[src/rtl/fifo_pkg.sv]
// Shared types and helpers for the FIFO write-side arbiter.
package fifo_pkg;

  typedef enum logic [2:0] {
    IDLE     = 3'd0,
    GRANT0   = 3'd1,
    GRANT1   = 3'd2,
    CLEAR    = 3'd3,
    CLR_WAIT = 3'd4
  } arb_state_t;

  localparam int unsigned NUM_REQ = 2;

  // Width of the FIFO fill-level bus for a given depth.
  function automatic int unsigned addr_w(input int unsigned depth);
    return $clog2(depth - 1);
  endfunction

endpackage

[src/rtl/fifo_wr_arbiter_rr_pick.sv]
// Two-input round-robin selector: the preferred requester wins a tie.
module rr_pick
  import fifo_pkg::*;
(
  input  logic [NUM_REQ-1:0] valid,
  input  logic               prio,
  output logic [NUM_REQ-1:0] pick
);

  // One-hot pick of the preferred valid requester, else the other one.
  always_comb begin
    pick = '0;
    if (valid[prio]) begin
      pick[prio] = 1'b1;
    end else if (valid[~prio]) begin
      pick[~prio] = 1'b1;
    end
  end

endmodule

[src/rtl/fifo_wr_arbiter.sv]
// Round-robin burst-locked write arbiter in front of a synchronous FIFO,
// with clear sequencing. Write-side outputs are combinational from state.
module fifo_wr_arbiter
  import fifo_pkg::*;
#(
  parameter int unsigned WIDTH     = 8,
  parameter int unsigned DEPTH     = 32,
  parameter int unsigned MAX_BURST = 4
) (
  input  logic                       CLOCK,
  input  logic                       RESET,
  input  logic                       REQ0_VALID,
  input  logic [WIDTH-1:0]           REQ0_DATA,
  input  logic                       REQ0_LAST,
  output logic                       REQ0_READY,
  input  logic                       REQ1_VALID,
  input  logic [WIDTH-1:0]           REQ1_DATA,
  input  logic                       REQ1_LAST,
  output logic                       REQ1_READY,
  input  logic                       CLR_REQ,
  output logic                       CLR_BUSY,
  output logic [NUM_REQ-1:0]         GRANT,
  output logic                       WRITE,
  output logic [WIDTH-1:0]           DATA_IN,
  output logic                       CLEAR_N,
  input  logic                       F_FULL_N,
  input  logic                       F_EMPTY_N,
  input  logic [addr_w(DEPTH)-1:0]   USE_DW
);

  localparam int unsigned BCNT_W     = 4;
  localparam logic [BCNT_W-1:0] BURST_LAST = BCNT_W'(MAX_BURST - 1);

  arb_state_t          state_q, state_d;
  logic [BCNT_W-1:0]   bcnt_q, bcnt_d;
  logic                prio_q, prio_d;
  logic                clr_pend_q, clr_pend_d;

  logic [NUM_REQ-1:0]  pick;
  logic                in_grant;
  logic                cur_valid;
  logic                cur_last;
  logic [WIDTH-1:0]    cur_data;
  logic                xfer;
  logic                burst_end;

  // Fill level is observed only; it never steers arbitration.
  logic                unused_use_dw;
  assign unused_use_dw = ^USE_DW;

  rr_pick u_rr_pick (
    .valid (({REQ1_VALID, REQ0_VALID})),
    .prio  (prio_q),
    .pick  (pick)
  );

  // Owner-side view of the handshake and the write-port outputs.
  always_comb begin
    in_grant   = (state_q == GRANT0) || (state_q == GRANT1);
    cur_valid  = (state_q == GRANT1) ? REQ1_VALID : REQ0_VALID;
    cur_last   = (state_q == GRANT1) ? REQ1_LAST  : REQ0_LAST;
    cur_data   = (state_q == GRANT1) ? REQ1_DATA  : REQ0_DATA;
    xfer       = in_grant && cur_valid && F_FULL_N;
    burst_end  = xfer && (cur_last || (bcnt_q == BURST_LAST));

    GRANT      = {state_q == GRANT1, state_q == GRANT0};
    REQ0_READY = (state_q == GRANT0) && F_FULL_N;
    REQ1_READY = (state_q == GRANT1) && F_FULL_N;
    WRITE      = xfer;
    DATA_IN    = xfer ? cur_data : '0;
    CLEAR_N    = (state_q != CLEAR);
    CLR_BUSY   = clr_pend_q || (state_q == CLEAR) || (state_q == CLR_WAIT);
  end

  // Next-state logic; a new clear request wins over the consume on CLEAR entry.
  always_comb begin
    state_d    = state_q;
    bcnt_d     = bcnt_q;
    prio_d     = prio_q;
    clr_pend_d = clr_pend_q || CLR_REQ;

    case (state_q)
      IDLE: begin
        if (clr_pend_q) begin
          state_d    = CLEAR;
          clr_pend_d = CLR_REQ;
        end else if (pick[0]) begin
          state_d = GRANT0;
        end else if (pick[1]) begin
          state_d = GRANT1;
        end
      end
      GRANT0, GRANT1: begin
        if (xfer) begin
          bcnt_d = bcnt_q + BCNT_W'(1);
        end
        if (burst_end) begin
          state_d = IDLE;
          bcnt_d  = '0;
          prio_d  = (state_q == GRANT0);
        end
      end
      CLEAR: begin
        state_d = CLR_WAIT;
      end
      CLR_WAIT: begin
        if (!F_EMPTY_N) begin
          state_d = IDLE;
        end
      end
      default: begin
        state_d = IDLE;
      end
    endcase
  end

  // State registers with synchronous reset.
  always_ff @(posedge CLOCK) begin
    if (RESET) begin
      state_q    <= IDLE;
      bcnt_q     <= '0;
      prio_q     <= 1'b0;
      clr_pend_q <= 1'b0;
    end else begin
      state_q    <= state_d;
      bcnt_q     <= bcnt_d;
      prio_q     <= prio_d;
      clr_pend_q <= clr_pend_d;
    end
  end

endmodule
[config.mk]
export PLATFORM = sky130hd
export DESIGN_NAME = fifo_wr_arbiter
export DESIGN_NICKNAME = d
export VERILOG_FILES = /design/src/rtl/fifo_pkg.sv /design/src/rtl/fifo_wr_arbiter_rr_pick.sv /design/src/rtl/fifo_wr_arbiter.sv
export SDC_FILE = /design/constraint.sdc
export NUM_CORES = 1
export LEC_CHECK = 0
export CORE_MARGIN = 1
export CORE_UTILIZATION = 37
export DETAILED_ROUTE_END_ITERATION = 8
export PLACE_DENSITY = 0.88
export SLEW_MARGIN = 20
export SYNTH_ARGS = -nofsm -noshare
export SYNTH_HDL_FRONTEND = slang
export SYNTH_SLANG_ARGS = --single-unit
[constraint.sdc]
create_clock -name CLOCK -period 2.9 [get_ports CLOCK]
set_input_delay 0.58 -clock CLOCK [delete_from_list [all_inputs] [get_ports CLOCK]]
set_output_delay 0.58 -clock CLOCK [all_outputs]
set_load 0.05 [all_outputs]
==> results.md <==
- Power density over the cells: 369 nW/um^2
- Iter 0 DRT Violations: 22
- Hpwl dp: 1.42 mm
- Worst setup EP type: primary output
- Fmax: 373 MHz
- Post-synth EDFFs: 0
- Final worst path period need: 2.68 ns
- Post-route ant nets: 0
- TritonCTS clock tree: yes
- Worst path max stage delay: 0.51 ns
- Core area: 1580 um^2
- Std-Cell Rows: 14
- Synth top area cells: dfxtp_1 28%, nand2_1 11%, a21oi_1 8.4%, a211oi_1 4.6%, buf_6 3.4%
- Diodes inserted: 0
- CP max stage cell: clkdlybuf4s50_1
- # Post-CTS Setup Buffers: 0
- Clock latency on the worst-skew pair: 0.26 ns
- Hold path depth: 2
- Seq/Total Area, Yosys: 27.6%
- Top-area cell type share of the netlist area: 27.6%
- Mapped Area: 653 um^2
- Max Cap Viol: 0
- Post-synth top area cell: dfxtp_1
- Worst Reg2Reg Path Length in Cells: 5
- Worst Max-Slew Pin Slew: 0.500 ns
- Total Nets Final: 157
- Standby leakage power: 0.000468 uW
- Vias per cell: 5.33
- Length of the first detailed-routing pass in iterations: 9
- Hold EP: prio_q
- Final Max Tran Viols: 0
- VDD IR max: 241 uV
- TNS Setup: 0 ns
- Crit path kind: in2out
- Hold Path Class: reg2reg
- Reg-to-Reg End: state_q[0]
- Vias in the first global route: 710
- Status: finished with violations
- Syn nets: 119
- Gr usage total: 20.2%
- # clock sinks: 9
- Critical R2R Launch: state_q[1]
- Clock transition at path regs: 0.06 ns
- IO Port Bufs: 39
- RSZ-0062 raised after global routing: false
- Final setup viols: 0
- Io pins: 45
- Synth warnings: 0
- Cells along the critical path: clkdlybuf4s50_1 -> nand3b_1 -> a21o_1 -> a21oi_1 -> buf_12
- Max Buffers Root-to-Sink: 2
- Period utilization: 92.5%
- FFs w/ async S/R, synth: 0%
- Cts bufs inserted: 3
- Post-synth cell types: 30
- Failing checks: DRC
- DRC viols: 2
- Drt wl/cell: 13.0 um
- H-Tree Level Count: 1
- Hold Startpoint: prio_q
- Crit Path Max Fanout: 13
- Worst Path Required: 2.32 ns
- Gpl congestion: 0.805
- Seq cells post-synth: 9
- Crit start category: input pin
- Mapped Cells: 88
- Syn avg cell area: 7.42 um^2
- Die area: 1940 um^2
- GRT overflow: 0
- Total number of vias: 752
- Critical Path AT: 2.10 ns
- Layout area overhead: 73.2%
- Power, Total: 417 uW
- Worst Skew: 0.00454 ns
- Final core occ: 71.7%
- WL final: 1.83 mm
- Ys flop type: dfxtp_1
- Share of cells above drive strength 1: 13.6%
- Largest net degree at the start of global routing: 14
- First-pass GRT wire length: 3.01 mm
- Worst reg-to-reg setup slack: 1.14 ns
- Initial antenna violation count: 0
- Die Y: 44.0 um
- Final Hold Fails: 0
- Root Driver: clkbuf_4
- Starting density of the core: 41.4%
- Worst slew margin: 66.6%
- Die width: 44.0 um
- Layout fillers: 123
## critical path, delay by kind of cell
kind / cells / cell delay [ns]
AND/OR/NAND/NOR: 1 / 0.13
buffers and inverters: 2 / 0.69
AO/OA/AOI/OAI: 2 / 0.70
## how the worst max path moves through the flow
stage,endpoint,depth (start not counted),startpoint
after floorplan,REQ0_READY,3,state_q[1]
after global placement,DATA_IN[1],5,REQ1_VALID
after detailed placement,DATA_IN[1],5,REQ1_VALID
after CTS,GRANT[1],3,state_q[1]
after global routing,DATA_IN[1],5,REQ1_VALID
final,DATA_IN[1],5,REQ1_VALID
## cell families (layout without fill, tap and decap cells)
group | Yosys count | after routing | synth area share [%]
fa+ha+maj | 1 | 1 | 1.92
simple gates | 44 | 44 | 34.7
compound gates | 20 | 20 | 20.1
mux | 1 | 1 | 1.53
xor+xnor | 3 | 3 | 4.02
buf+inv | 10 | 47 | 10.2
flops | 9 | 9 | 27.6
## cell usage in the layout, fill, tap and decap left out
cell type and n:
and2_1 2, clkbuf_1 1, nand3b_1 3, xor2_1 1
xnor2_1 2, nor2b_1 1, nor2_1 3, or4_1 2
o2bb2ai_1 1, a211oi_1 4, clkdlybuf4s50_1 27, a21o_1 1
buf_4 2, a21oi_1 11, a21oi_2 1, a21oi_4 1
inv_1 3, nand3_1 1, nand2_1 19, ha_1 1
clkbuf_4 3, clkinv_4 1, nor3_1 4, o21ai_0 1
dlymetal6s2s_1 1, nand2b_1 3, or3b_1 1, nor3b_1 3
buf_12 9, mux2i_1 1, dfxtp_1 9, or3_1 2
## report_power, final
part | internal [uW] | switching, uW
sequential | 130 | 10.5
clock | 53.0 | 42.9
combinational | 83.2 | 97.2
## metal layers
metal | track usage (%) | part of all wire [%] | up-vias
li1 | - | - | 377
met1 | 24.2 | 42 | 336
met4 | 6.06 | 0 | 0
met5 | 0 | 0 | -
met3 | 6.94 | 13 | 0
met2 | 34.1 | 45 | 39
## sequential cells by signal, summed over array words and instances (netlist names)
register	flops
bcnt_q	4
state_q	3
prio_q	1
clr_pend_q	1
## synthesized netlist by cell type, types with 2 or more instances
master and n:
or3_1 2, buf_4 2, nor2_1 3, dfxtp_1 9, buf_6 2, and2_1 2
a211oi_1 4, nand2b_1 3, xnor2_1 2, inv_1 3, or4_1 2, nor3b_1 3
nand3b_1 3, nand2_1 19, a21oi_1 11, nor3_1 4
## metrics by stage
stage / area (um^2) / std cells / setup slack (ns) / hold WS (ns)
after floorplan: 653 / 88 / 0.102 / 0.463
after global placement: 1100 / 137 / 0.262 / 0.472
after detailed placement: 1100 / 137 / 0.216 / 0.484
after CTS: 1130 / 141 / 0.0432 / 0.493
after global routing: 1130 / 141 / 0.0961 / 0.520
final: 1130 / 141 / 0.216 / 0.486
## area by class of cell
| type | instances | area [um^2] | share of cell area, % |
|---|---|---|---|
| timing repair buffer | 39 | 478 | 42.3 |
| multi-input combinational | 69 | 407 | 36.0 |
| sequential | 9 | 180 | 15.9 |
| clock buffer | 4 | 26.3 | 2.32 |
| inverter | 4 | 20.0 | 1.77 |
| tap | 16 | 20.0 | 1.77 |
## repair_timing
action	in CTS	in global routing
gates resized for setup	0	1
endpoints found under the setup margin	0	1
hold buffers	0	0
Power figures use the tool's default switching activity.
